<file path="src/rtl/rr_packet_arbiter_if.sv">
// rr_packet_arbiter_if
// Bundles the request and flit-type inputs and the grant, pop and credit outputs
// of the output-port switch allocator.
//
// Signals:
//   req         per-port flit-valid at the input FIFO head
//   flit_id     per-port flit type, port i at [3i+2:3i]
//   credit_in   one-cycle pulse, the downstream buffer freed one slot
//   grant       one-hot owner of the output port, 0 when idle
//   sel         binary owner index driving the crossbar select, 0 when idle
//   pop         dequeue strobe for each input FIFO head
//   out_valid   a flit crosses the crossbar this cycle
//   busy        the output is locked to one input
//   credits     current downstream credit count
//   timeout_err one-cycle pulse when the watchdog breaks a stalled lock
//
// Modports:
//   master  drives req/flit_id/credit_in (input ports and downstream buffer side)
//   slave   the arbiter itself
interface rr_packet_arbiter_if #(
    parameter int NPORTS = 5
);
    logic [NPORTS-1:0]   req;
    logic [3*NPORTS-1:0] flit_id;
    logic                credit_in;
    logic [NPORTS-1:0]   grant;
    logic [2:0]          sel;
    logic [NPORTS-1:0]   pop;
    logic                out_valid;
    logic                busy;
    logic [2:0]          credits;
    logic                timeout_err;

    modport master (
        output req, flit_id, credit_in,
        input  grant, sel, pop, out_valid, busy, credits, timeout_err
    );

    modport slave (
        input  req, flit_id, credit_in,
        output grant, sel, pop, out_valid, busy, credits, timeout_err
    );
endinterface

</file>
<file path="src/rtl/rr_packet_arbiter.sv">
// rr_packet_arbiter
// Round-robin, packet-granular allocator for one router output port shared by
// five input ports (0=L, 1=N, 2=E, 3=W, 4=S). A header flit wins the port, the
// port stays locked to that input until its tail flit leaves, and every flit
// needs a downstream credit to move. A watchdog breaks a lock that has made no
// progress for TIMEOUT consecutive cycles.
//
// Ports:
//   clk   clock
//   rst   synchronous, active-high reset
//   bus   rr_packet_arbiter_if.slave (req, flit_id, credit_in in;
//         grant, sel, pop, out_valid, busy, credits, timeout_err out)
//
// Parameters:
//   NPORTS   number of requesting input ports (the rotation logic assumes 5)
//   CREDITS  downstream buffer depth, initial and maximum credit count
//   TIMEOUT  no-progress cycles in LOCKED before a forced release (1..4095)
module rr_packet_arbiter #(
    parameter int NPORTS  = 5,
    parameter int CREDITS = 4,
    parameter int TIMEOUT = 255
) (
    input  logic               clk,
    input  logic               rst,
    rr_packet_arbiter_if.slave bus
);

    typedef enum logic {
        IDLE,
        LOCKED
    } state_t;

    localparam logic [2:0]  CREDITS_MAX  = 3'(CREDITS);
    localparam logic [11:0] TIMEOUT_LAST = 12'(TIMEOUT - 1);
    localparam logic [3:0]  NPORTS_W     = 4'(NPORTS);
    localparam logic [2:0]  LAST_PORT    = 3'(NPORTS - 1);

    state_t              state_q, state_d;
    logic [NPORTS-1:0]   grant_q, grant_d;
    logic [2:0]          sel_q, sel_d;
    logic [2:0]          ptr_q, ptr_d;
    logic [11:0]         count_q, count_d;
    logic [2:0]          credits_q, credits_d;
    logic                timeout_err_q, timeout_err_d;

    logic [2:0]          head [NPORTS];
    logic [NPORTS-1:0]   cand;
    logic [2*NPORTS-1:0] cand_dbl;
    logic [NPORTS-1:0]   cand_rot;
    logic [2:0]          offset;
    logic [3:0]          win_sum;
    logic [2:0]          win;
    logic                found;

    logic                credit_ok;
    logic                owner_req;
    logic                owner_tail;
    logic [NPORTS-1:0]   pop_c;
    logic                out_valid_c;

    // Split the packed flit_id bus into one 3-bit type per port. Only a flit
    // whose header bit is set can open a packet, so body and tail flits sitting
    // at a FIFO head are invisible to arbitration.
    for (genvar g = 0; g < NPORTS; g++) begin : g_head
        assign head[g] = bus.flit_id[3*g +: 3];
        assign cand[g] = bus.req[g] & head[g][0];
    end

    // Rotate the candidate vector so the port at the round-robin pointer lands
    // in bit 0. Duplicating the vector makes the wrap from port 4 back to port 0
    // fall out of a plain right shift.
    assign cand_dbl = {cand, cand} >> ptr_q;
    assign cand_rot = cand_dbl[NPORTS-1:0];
    assign found    = |cand;

    // First set bit of the rotated vector is the distance from the pointer to
    // the winner. The distance is added back to the pointer modulo the port
    // count to recover the absolute port index.
    always_comb begin
        offset = 3'd0;
        casez (cand_rot)
            5'b????1: offset = 3'd0;
            5'b???10: offset = 3'd1;
            5'b??100: offset = 3'd2;
            5'b?1000: offset = 3'd3;
            5'b10000: offset = 3'd4;
            default:  offset = 3'd0;
        endcase
        win_sum = {1'b0, ptr_q} + {1'b0, offset};
        if (win_sum >= NPORTS_W) begin
            win = 3'(win_sum - NPORTS_W);
        end else begin
            win = win_sum[2:0];
        end
    end

    // Only the owner may dequeue, and only when the downstream buffer has room.
    // Gating pop on credit_ok is also what keeps the credit counter from ever
    // going negative. A header arriving mid-packet on the owner port is simply
    // forwarded like a body flit because only the tail bit is examined here.
    assign credit_ok   = (credits_q != 3'd0);
    assign owner_req   = bus.req[sel_q];
    assign owner_tail  = head[sel_q][2];
    assign pop_c       = (state_q == LOCKED && owner_req && credit_ok)
                         ? (NPORTS'(1) << sel_q) : '0;
    assign out_valid_c = |pop_c;

    // Next-state logic. IDLE grants the first header found from the pointer on
    // and moves the pointer just past the winner. LOCKED releases after the
    // tail has been popped, or when the watchdog has counted TIMEOUT cycles in
    // a row without a pop. A watchdog release leaves the pointer alone, so the
    // stalled owner loses its turn. The tail cycle itself never arbitrates;
    // the next packet is chosen in the IDLE cycle that follows.
    always_comb begin
        state_d       = state_q;
        grant_d       = grant_q;
        sel_d         = sel_q;
        ptr_d         = ptr_q;
        count_d       = count_q;
        timeout_err_d = 1'b0;

        case (state_q)
            IDLE: begin
                if (found) begin
                    state_d = LOCKED;
                    grant_d = NPORTS'(1) << win;
                    sel_d   = win;
                    ptr_d   = (win == LAST_PORT) ? 3'd0 : win + 3'd1;
                    count_d = 12'd0;
                end
            end
            LOCKED: begin
                if (out_valid_c) begin
                    count_d = 12'd0;
                    if (owner_tail) begin
                        state_d = IDLE;
                        grant_d = '0;
                        sel_d   = 3'd0;
                    end
                end else if (count_q == TIMEOUT_LAST) begin
                    state_d       = IDLE;
                    grant_d       = '0;
                    sel_d         = 3'd0;
                    count_d       = 12'd0;
                    timeout_err_d = 1'b1;
                end else begin
                    count_d = count_q + 12'd1;
                end
            end
            default: begin
                state_d = IDLE;
                grant_d = '0;
                sel_d   = 3'd0;
                count_d = 12'd0;
            end
        endcase
    end

    // Credit bookkeeping: a forwarded flit consumes a slot, a credit_in pulse
    // returns one. When both happen together the count stays put, and a return
    // while already full is dropped so the count saturates at the buffer depth.
    always_comb begin
        credits_d = credits_q;
        if (out_valid_c && !bus.credit_in) begin
            credits_d = credits_q - 3'd1;
        end else if (!out_valid_c && bus.credit_in && credits_q != CREDITS_MAX) begin
            credits_d = credits_q + 3'd1;
        end
    end

    // All state lives here. Reset is synchronous and throws away any packet in
    // flight, returning the pointer to port 0 and the credits to full.
    always_ff @(posedge clk) begin
        if (rst) begin
            state_q       <= IDLE;
            grant_q       <= '0;
            sel_q         <= 3'd0;
            ptr_q         <= 3'd0;
            count_q       <= 12'd0;
            credits_q     <= CREDITS_MAX;
            timeout_err_q <= 1'b0;
        end else begin
            state_q       <= state_d;
            grant_q       <= grant_d;
            sel_q         <= sel_d;
            ptr_q         <= ptr_d;
            count_q       <= count_d;
            credits_q     <= credits_d;
            timeout_err_q <= timeout_err_d;
        end
    end

    // Drive the interface outputs. busy comes straight off the state register.
    assign bus.grant       = grant_q;
    assign bus.sel         = sel_q;
    assign bus.pop         = pop_c;
    assign bus.out_valid   = out_valid_c;
    assign bus.busy        = (state_q == LOCKED);
    assign bus.credits     = credits_q;
    assign bus.timeout_err = timeout_err_q;

endmodule

</file>
<file path="src/flat_wrapper.sv">
// flat-port wrapper written by rule: the top's interface ports become plain ports
module rr_packet_arbiter_flat 
#(
    parameter int NPORTS  = 5,
    parameter int CREDITS = 4,
    parameter int TIMEOUT = 255
)
  (clk, rst, bus_req, bus_flit_id, bus_credit_in, bus_grant, bus_sel, bus_pop, bus_out_valid, bus_busy, bus_credits, bus_timeout_err);
  rr_packet_arbiter_if #(.NPORTS(NPORTS)) bus_i ();
  input  logic clk;
  input  logic rst;
  input wire logic [$bits(bus_i.req)-1:0] bus_req;
  input wire logic [$bits(bus_i.flit_id)-1:0] bus_flit_id;
  input wire logic [$bits(bus_i.credit_in)-1:0] bus_credit_in;
  output wire logic [$bits(bus_i.grant)-1:0] bus_grant;
  output wire logic [$bits(bus_i.sel)-1:0] bus_sel;
  output wire logic [$bits(bus_i.pop)-1:0] bus_pop;
  output wire logic [$bits(bus_i.out_valid)-1:0] bus_out_valid;
  output wire logic [$bits(bus_i.busy)-1:0] bus_busy;
  output wire logic [$bits(bus_i.credits)-1:0] bus_credits;
  output wire logic [$bits(bus_i.timeout_err)-1:0] bus_timeout_err;
  assign bus_i.req = bus_req;
  assign bus_i.flit_id = bus_flit_id;
  assign bus_i.credit_in = bus_credit_in;
  assign bus_grant = bus_i.grant;
  assign bus_sel = bus_i.sel;
  assign bus_pop = bus_i.pop;
  assign bus_out_valid = bus_i.out_valid;
  assign bus_busy = bus_i.busy;
  assign bus_credits = bus_i.credits;
  assign bus_timeout_err = bus_i.timeout_err;
  rr_packet_arbiter #(.NPORTS(NPORTS), .CREDITS(CREDITS), .TIMEOUT(TIMEOUT)) u_core (.clk(clk), .rst(rst), .bus(bus_i));
endmodule
</file>
<file path="config.mk">
export PLATFORM = sky130hd
export DESIGN_NAME = rr_packet_arbiter_flat
export DESIGN_NICKNAME = d
export VERILOG_FILES = /design/src/rtl/rr_packet_arbiter_if.sv /design/src/rtl/rr_packet_arbiter.sv /design/src/flat_wrapper.sv
export SDC_FILE = /design/constraint.sdc
export NUM_CORES = 1
export LEC_CHECK = 0
export BUFFER_PORTS_ARGS = -buffer_cell sky130_fd_sc_hd__buf_2
export CORE_ASPECT_RATIO = 1.5
export CORE_UTILIZATION = 40
export DETAILED_ROUTE_END_ITERATION = 12
export GPL_TIMING_DRIVEN = 0
export PLACE_DENSITY_LB_ADDON = 0.15
export REMOVE_ABC_BUFFERS = 1
export SYNTH_ARGS = -nofsm -noshare
export SYNTH_HDL_FRONTEND = slang
export SYNTH_SLANG_ARGS = --single-unit
</file>
<file path="constraint.sdc">
create_clock -name clk -period 12.3 [get_ports clk]
set_clock_uncertainty 0.15 [all_clocks]
set_input_delay 1.23 -clock clk [delete_from_list [all_inputs] [get_ports clk]]
set_output_delay 1.23 -clock clk [all_outputs]
set_load 0.02 [all_outputs]
</file>
# After elaboration in Yosys (flattened, before gate mapping)
# Cells that the tools add are included.
word_totals:
  rom_bits: 0
  inputBits: 23
  latch_bits: 0
  register_bits: 28
  wordCells: 81
  ramBits: 0
  memories: 0
classes:
  reduce_logical: 14
  n_bitwise: 7
  div: 0
  n_mux: 31
  multipliers: 0
  shifts: 3
  addsub: 6
  order_cmp: 3
  eq_ne: 10
op_table:
  columns: ["op", "n"]
  rows:
  - ["2-to-1 mux 12 bit", 3]
  - ["2-to-1 mux 3 bit", 10]
  - ["2-to-1 mux 5 bit", 5]
  - ["case mux 12 bit (2 select lines)", 1]
  - ["adder 12 x 1 -> 12 bit (second input constant)", 1]
  - ["== test 12 x 8 -> 1 bit (second input constant)", 1]
  - ["case mux 3 bit (4 select lines)", 1]
  - ["case mux 5 bit (2 select lines)", 1]
  - ["OR reduction 5 bit", 2]
  - ["left shift 1 x 3 -> 5 bit (first input constant)", 2]
  - ["right shift 10 x 3 -> 5 bit", 1]
  - ["binary-select mux 3 bit (select 3 bit)", 1]
  - ["!= test 3 bit (second input constant)", 3]
  - ["OR reduction 7 bit", 1]
  - ["adder 3 x 1 -> 3 bit (second input constant)", 2]
  - ["== test 3 bit (second input constant)", 2]
  - ["2-to-1 mux 1 bit", 6]
  - ["case mux 3 bit (2 select lines)", 1]
  - ["AND 1 bit", 5]
  - ["== test 5 bit (second input constant)", 1]
  - ["logical AND 1 bit", 5]
  - ["adder 3 x 3 -> 4 bit", 1]
  - ["== test 4 bit (second input constant)", 1]
  - [">= comparator 4 x 3 -> 1 bit (second input constant)", 1]
  - ["other kinds (15)", 16]

# Logic depth before layout (Yosys ltp)
# Gate-level depths: netlist of the first run.
logic_depth:
  word_depth: 11
  mapped_depth: 20

# Worst setup path before layout of the first run
# No wires, ideal clock.
synth_path:
  kind: "input -> register"
  startpoint: "input port bus_flit_id[9]"
  endpoint: "register u_core.ptr_q[2]"
  required_ns: 12.080
  n_path_buf: 0
  arrival_ns: 5.086
  setup_slack_ns: 6.993
  path_stages: 18
  setup_time_ns: 0.070
  cell_sequence: "nand2_1 -> o21a_1 -> mux4_2 -> a21oi_1 -> o32ai_1 -> ha_1 -> inv_1 -> fa_1 -> ha_1 -> nand2b_1 -> a221o_1 -> a221o_1 -> mux2i_1 -> inv_1 -> ha_1 -> ha_1 -> a211o_1 -> a21oi_1"
synth_between:
  elab_chain_cells: 9
  elab_cells_between_ends: 16
  classes_between: "add/sub (3); order compare (1); eq/ne (5); shift (1); mux (3); bitwise (1); reduce/logical (2)"
synth_rtl:
  columns: ["element", "line_no", "source"]
  rows:
  - ["start: declaration", "flat_wrapper.sv:13", "input wire logic [$bits(bus_i.flit_id)-1:0] bus_flit_id;"]
  - ["AND 1 bit (*)", "rr_packet_arbiter.sv:66", "assign cand[g] = bus.req[g] & head[g][0];"]
  - ["right shift 10 x 3 -> 5 bit", "rr_packet_arbiter.sv:72", "assign cand_dbl = {cand, cand} >> ptr_q;"]
  - ["== test 5 bit (tied with other cells)", "rr_packet_arbiter.sv:81", "casez (cand_rot)"]
  - ["case mux 3 bit (4 select lines)", "rr_packet_arbiter.sv:81", null]
  - ["adder 3 x 3 -> 4 bit", "rr_packet_arbiter.sv:89", "win_sum = {1'b0, ptr_q} + {1'b0, offset};"]
  - [">= comparator 4 x 3 -> 1 bit / subtractor 3 bit (equally long branches)", "rr_packet_arbiter.sv:90, rr_packet_arbiter.sv:91", null]
  - ["2-to-1 mux 3 bit", "rr_packet_arbiter.sv:90", "if (win_sum >= NPORTS_W) begin"]
  - ["adder 3 x 1 -> 3 bit / == test 3 bit (equally long branches)", "rr_packet_arbiter.sv:128", "ptr_d = (win == LAST_PORT) ? 3'd0 : win + 3'd1;"]
  - ["2-to-1 mux 3 bit", "rr_packet_arbiter.sv:128", null]
  - ["end signal: assignment", "rr_packet_arbiter.sv:186", "ptr_q <= ptr_d;"]
  - ["end: declaration", "rr_packet_arbiter.sv:41", "logic [2:0] ptr_q, ptr_d;"]
# Mark *: on every way between the ends. The rest lies on a longest branch, timed or not.
# A chain may end at the register's enable or synchronous reset.

# Worst setup path in the final report of the first run
layout_path:
  startpoint: "input port bus_req[0]"
  endpoint: "register u_core.ptr_q[2]"
layout_between:
  elab_chain_cells: 9
  elab_cells_between_ends: 16
  classes_between: "add/sub (3); order compare (1); eq/ne (5); shift (1); mux (3); bitwise (1); reduce/logical (2)"
layout_rtl:
  columns: ["element", "line_no", "source"]
  rows:
  - ["start: declaration", "flat_wrapper.sv:12", "input wire logic [$bits(bus_i.req)-1:0] bus_req;"]
  - ["AND 1 bit (*)", "rr_packet_arbiter.sv:66", null]
  - ["right shift 10 x 3 -> 5 bit", "rr_packet_arbiter.sv:72", null]
  - ["== test 5 bit (tied with other cells)", "rr_packet_arbiter.sv:81", null]
  - ["case mux 3 bit (4 select lines)", "rr_packet_arbiter.sv:81", null]
  - ["adder 3 x 3 -> 4 bit", "rr_packet_arbiter.sv:89", null]
  - [">= comparator 4 x 3 -> 1 bit / subtractor 3 bit (equally long branches)", "rr_packet_arbiter.sv:90, rr_packet_arbiter.sv:91", null]
  - ["2-to-1 mux 3 bit", "rr_packet_arbiter.sv:90", null]
  - ["adder 3 x 1 -> 3 bit / == test 3 bit (equally long branches)", "rr_packet_arbiter.sv:128", null]
  - ["2-to-1 mux 3 bit", "rr_packet_arbiter.sv:128", null]
# Marked as above.

==> results of run 1 <==
-- critical path: stages --
cell	delay (ps)
buf_2	110
nand2_1	70
o21ai_0	380
mux4_2	350
a21oi_1	70
o32ai_1	250
ha_1	250
inv_1	60
fa_1	530
ha_1	230
nand2b_1	90
a221o_1	290
a221o_1	410
mux2i_1	390
inv_1	120
ha_1	230
ha_1	290
a211o_1	220
a21oi_1	130
-- metal layers --
metal / up-vias / GRT usage, % / part of all wire, %
met5: - / 0 / 0
met4: 0 / 7.008 / 1.9
met3: 7 / 1.456 / 2.1
met2: 32 / 34.05 / 53
met1: 1066 / 21.65 / 43
li1: 1087 / - / -
-- final timing paths --
kind	slack [ps]	start	endpoint	cells after the start
setup reg to reg	7090	u_core.ptr_q[0]	u_core.ptr_q[2]	17
setup / recovery	6630	bus_req[0]	u_core.ptr_q[2]	19
hold reg to reg	330	u_core.bus.grant[0]	u_core.bus.grant[0]	2
hold / removal	330	u_core.bus.grant[0]	u_core.bus.grant[0]	2
-- cell families (layout without fill, tap and decap cells) --
family | Yosys count | count (layout) | synth area share (%)
DFF | 28 | 28 | 24.96
adders and majority gates | 14 | 14 | 8.468
buffers and inverters | 35 | 57 | 7.019
AOI/OAI and AO/OA | 64 | 64 | 20.78
xor gates and xnor gates | 2 | 2 | 1.114
and+or+nand+nor | 121 | 121 | 28.47
muxes | 15 | 15 | 9.192
-- cell type report --
| class | instances | area [sq um] |
|---|---|---|
| fillers | 591 | 2974 |
| multi-input cells | 216 | 1528 |
| flip-flops and latches | 28 | 560.5 |
| repair buffers | 37 | 195.2 |
| well taps | 70 | 87.58 |
| inverters | 17 | 63.81 |
| clock buffers | 3 | 41.29 |
-- state kept, by name (all words and copies together) (netlist names) --
signal / cells
u_core.bus.busy: 1
u_core.bus.credits: 3
u_core.bus.grant: 5
u_core.bus.sel: 3
u_core.bus.timeout_err: 1
u_core.count_q: 12
u_core.ptr_q: 3
-- metrics by stage --
stage | hold slack, ps | power (W) | instances
after floorplan | 314.5 | 0.0003499 | 261
after global placement | 321.2 | 0.0004216 | 367
after detailed placement | 319.4 | 0.0004235 | 367
after CTS | 331.0 | 0.0004759 | 370
after global routing | 347.6 | 0.0005187 | 371
final | 326.3 | 0.0004733 | 371
-- power by group through the flow --
stage	registers, W	clock network (W)	logic, W
after detailed placement	0.000137	0	0.000286
after global placement	0.000137	0	0.000284
after CTS	0.000135	0.0000518	0.000289
final	0.000135	0.0000502	0.000288
after floorplan	0.000145	0	0.000205
after global routing	0.000139	0.0000552	0.000325
-- synth_stat cells (4+ instances only) --
cell      number  area share [%]
nand2_1       30             5.0
and3_1         5             1.4
inv_1         17             2.8
mux4_2         4             4.0
nand2b_1       4             1.1
nand4_1       10             2.8
o21a_1         4             1.3
nand3_1       24             5.3
a21oi_1        7             1.6
nor2b_1        5             1.4
nor2_1        17             2.8
ha_1          12             6.7
nor3_1         4            0.89
buf_2          8             1.8
clkbuf_1       6             1.0
mux2i_1        8             3.6
dfxtp_1       28              25
a31oi_1       15             4.2
o21ai_0       12             2.7
==> run metrics, run 1 <==
number of synthesized flops with an enable pin 0; via-per-instance ratio 5.908; Setup TNS 0 ps; power per standard cell area around 190 nW/um^2; Pleak around 0.98 nW; CP Max Fanout 5; unrepaired setup endpoints after global routing no; synth unique cells 56; first-pass GRT wire length approximately 8900 um; GR Overflow Total 0; CP Capture Type register; final count of hold timing violations 0; via count between 2,000 and 2,500; commonest non-fill, non-tap cell in the layout buf_2; commonest cells after routing, fill and taps aside buf_2, nand2_1, dfxtp_1; Comb power frac roughly three fifths; Clk Latency, worst-skew pair 270 ps; initial antenna violation count 0; diode count 0; headroom to the max-slew limit a little over a quarter; post-synthesis async set-or-reset flop share 0%; Die Y ~94 um; clock slew at reported path FFs around 90 ps; core footprint ~5500 sq um; vias in the first global route 2,001; initial drt markers between 150 and 200; Die X-Extent 63.18 um; Place WS about 6400 ps; internal power approximately 0.00025 W; Placed Area around 2400 sq um; drt pass-1 iters 4; Final Worst Setup Slack between 6000 and 7000 ps; TritonCTS buffer count 3; synthesized area per cell ~8.0 sq um; Synth Instances around 280; ANT nets after route 0; # rows 33; sequential area share after synthesis 24.96%; overall routing resource usage a little under a fifth; input/output buffers 36; GP Congestion roughly 0.74; Starting Density 41.21%; share of cells above drive strength 1 between 10% and 20%; detailed placement HPWL about 3800 um; # IOs 42; Avg WL per Cell 14.09 um; Clk pwr share between 10% and 20%; Layout Nets 340; CP Launch Type input pin; post-CTS sizing 0; Max Slew Vio Count 0; die area about 5900 sq um; final setup fails 0; Final Util 45.43%; Yosys Warn Count 0; sequential share of power 28.5%; TritonCTS clock tree built; WP data arrival ~5700 ps; CTS max path bufs 2; H-tree levels 1; cell area after synthesis about 2200 sq um; max cap viols 0; status complete, no violations; main flop type after synthesis dfxtp_1; largest net degree at the start of global routing 36; clk sink count 28; drc violations 0; Tmin final roughly 5700 ps; Post-Layout Inst Area ~2500 sq um; Least-Margin Pin Slew 1108 ps; Sw Pwr 0.0002233 W; peak supply drop between 0.0001 and 0.00015 V; sw frac between 40% and 50%; Hold WC Path Type reg -> reg; cts hold-fix bufs 0; Total Wirelength approximately 5200 um; post-CTS setup buffers 0; Req. time, crit path 12,360 ps; crit path kind in -> reg; ratio of final minimum period to clock period roughly 46%; area grow syn2layout 10.25%; #FFs+latches synth 28; CTS root buffer clkbuf_8; Fmax around 180 MHz
No activity file was read; power rests on OpenSTA's default activity.
==> inputs of run 2 (changes only) <==
Settings changed: ABC_AREA set to 1.
Clock period 12.3 ns to 4.65 ns, I/O delays scaled along.
==> run metrics, run 2 <==
CTS root buffer clkbuf_8; input/output buffers 36 (unchanged); Comb power frac 65.2% (+4.3 points); Yosys Warn Count 0 (unchanged); most frequent CP cell ha_1; r2r startpoint u_core.ptr_q[0]; Die X-Extent 61.14 um (-3.2%); Avg WL per Cell 11.21 um (-20%); slowest stage cell, crit path fa_1; Max Slew Vio Count 0 (unchanged); power per standard cell area 593.7 nW/um^2 (+210%); Worst Hold End u_core.bus.grant[1]; sw frac 50.75% (+3.6 points); CP Capture Type register; synthesized area per cell 6.476 sq um (-20%); GP Congestion 0.8196 (+11%); CTS max path bufs 2 (unchanged); Synth top area share 26.71% (+1.8 points); core footprint 4926 sq um (-9.6%); post-CTS sizing 0 (unchanged); cts hold-fix bufs 0 (unchanged); setup slack, reg-to-reg 620 ps (-6470 ps); Hold Path Depth 2 (unchanged); Hold WC Path Type reg -> reg; Placed Area 2307 sq um (-4.7%); Sw Pwr 0.0007118 W (+220%); Least-Margin Pin Slew 676.2 ps (-432.3 ps); Worst path max stage delay 540 ps (about the same); #FFs+latches synth 28 (unchanged); status complete, no violations; WP data arrival 4100 ps (-1630 ps); overall routing resource usage 18.32% (-0.061 points); post-CTS setup buffers 0 (unchanged); worst reg2reg endpoint u_core.ptr_q[2]; TritonCTS clock tree built; initial antenna violation count 0 (unchanged); diode count 0 (unchanged); Fmax about 250 MHz; max FFs per register 12 (unchanged); drc violations 0 (unchanged); M1 WL 2071 um (-7.6%); # rows 31 (-6.1%); Die Y 90.71 um (-3.3%); CP Max Fanout 7 (+2); most flop-heavy register u_core.count_q; drt pass-1 iters 4 (unchanged); clock slew at reported path FFs 90 ps (about the same); total length of routed met2 wires 2482 um (-11%); Layout Nets 394 (+16%); Tmin final just over 4000 ps; commonest non-fill, non-tap cell in the layout nand2_1; vias in the first global route 1,943 (-2.9%); sequential share of power 24.1% (-4.4 points); H-tree levels 1 (unchanged); number of synthesized flops with an enable pin 0 (unchanged); cell taking the most area after synthesis dfxtp_1; Pleak 1.117 nW (+15%); main flop type after synthesis dfxtp_1; Bufs and invs on worst path 3 (unchanged); max cap viols 0 (unchanged); unrepaired setup endpoints after global routing no; peak supply drop 0.0002410 V (+96%); largest net degree at the start of global routing 18 (-50%); CP Launch Type register; HP Start u_core.bus.grant[1]; final setup fails 0 (unchanged); crit path kind reg -> reg; Total Wirelength 4730 um (-9.5%); most common cell in the netlist nand2_1; commonest cells after routing, fill and taps aside nand2_1, inv_1, buf_2; TritonCTS buffer count 3 (unchanged); Cell Chain, Critical Path inv_2, o21ai_1, nand2_1, o21ai_0, o21ai_0, nand2b_1, a21boi_0, ha_1, inv_1, fa_1, ha_1, inv_1, o21ai_2, nand2_2, o21ai_0, ha_1, ha_1, nand2_1, o211ai_1, nor2_1; WL met3 118 um (+8.3%); initial drt markers 102 (-44%); first-pass GRT wire length 8045 um (-9.6%); top cells by count, synth nand2_1, inv_1, dfxtp_1; Post-Layout Inst Area 2362 sq um (-4.6%); final count of hold timing violations 0 (unchanged); cell area after synthesis 2098 sq um (-6.6%); Clk pwr share 10.7% (about the same); area grow syn2layout 12.58%; # IOs 42 (unchanged); detailed placement HPWL 3654 um (-4.9%); Place WS 427.4 ps (-5923 ps); ANT nets after route 0 (unchanged); Starting Density 42.60% (+1.4 points); top post-synthesis cells by area dfxtp_1, nand2_1, ha_1; headroom to the max-slew limit 54.75% (+29 points); share of cells above drive strength 1 17.98% (+0.37 points); via-per-instance ratio 4.853 (-18%); Synth Instances 324 (+16%); Clk Latency, worst-skew pair 270 ps (about the same); via count 2,048 (-6.6%); R2R cell count 20 (+3); delay-heaviest family, CP adder cells; clk sink count 28 (unchanged); die area 5545 sq um (-6.4%); post-synthesis async set-or-reset flop share 0% (unchanged); internal power 0.0006906 W (+180%); synth unique cells 36 (-36%); Req. time, crit path 4710 ps (-7650 ps); highest metal used met4; Final Worst Setup Slack 619.1 ps (-6013 ps); GR Overflow Total 0 (unchanged); ratio of final minimum period to clock period between 80 and 90%; Setup TNS 0 ps (unchanged); sequential area share after synthesis 26.71% (+1.8 points)
[run 2: changes by cell type after synthesis, sizes merged, moves of 5 or more]
cell	delta
a21oi	+17
a31oi	-14
and3	-5
buf	-7
inv	+29
mux2i	-9
nand2	+71
nand4	-8
nor2b	-5
nor3	+5
o21ai	+13
[run 2: cell type report]
cell class	count	area (sq um)
clock buffers	4	55.05
flip-flops and latches	28	560.5
fillers	548	2564
well taps	66	82.58
multi-input cells	242	1306
repair buffers	36	180.2
inverters	46	177.7
[run 2: worst max path at each step]
stage                         start         endpoint  slack (ps)  cells past startpoint
global placement         bus_req[2]  u_core.ptr_q[2]         470                     21
detailed placement       bus_req[2]  u_core.ptr_q[2]         430                     21
CTS                 u_core.ptr_q[0]  u_core.ptr_q[2]         580                     19
global route        u_core.ptr_q[0]  u_core.ptr_q[2]         230                     20
finish              u_core.ptr_q[0]  u_core.ptr_q[2]         620                     20
floorplan            bus_flit_id[9]  u_core.ptr_q[2]        1040                     21
[run 2: per-layer routing]
layer	global-route usage, %	vias to the layer above
met3	1.289	4
met2	34.51	29
met1	20.32	911
li1	-	1104
met4	5.871	0
met5	0	-
[run 2: metrics by stage]
step	cells	hold slack [ps]	util [%]	total power, W
final	422	314.6	47.96	0.001402
after global routing	422	340.6	47.96	0.001572
after CTS	422	322.0	47.96	0.001426
after detailed placement	418	306.9	46.84	0.001270
after global placement	418	296.5	46.84	0.001250
after floorplan	316	303.3	-	0.001058
[run 2: power by group through the flow]
stage | clock [W] | sequential [W] | combinational [W]
floorplan | 0 | 0.000368 | 0.000690
global placement | 0 | 0.000343 | 0.000907
detailed placement | 0 | 0.000344 | 0.000926
CTS | 0.000158 | 0.000338 | 0.000930
global route | 0.000164 | 0.000346 | 0.00106
finish | 0.000150 | 0.000338 | 0.000915
[run 2: tightest hold or removal path: stages, from the launching register on]
cell	delay, ps
dfxtp_1	320
nand2_1	60
a21oi_1	50
[run 2: cells by family after synthesis]
logic type               count (synthesis)  share of synthesized area, %
AO/OA/AOI/OAI                           59                         15.86
XOR/XNOR                                 5                         2.087
adder cells (fa/ha/maj)                 14                         9.064
buffers and inverters                   54                         11.03
flip-flops                              28                         26.71
AND/OR/NAND/NOR                        164                         35.24
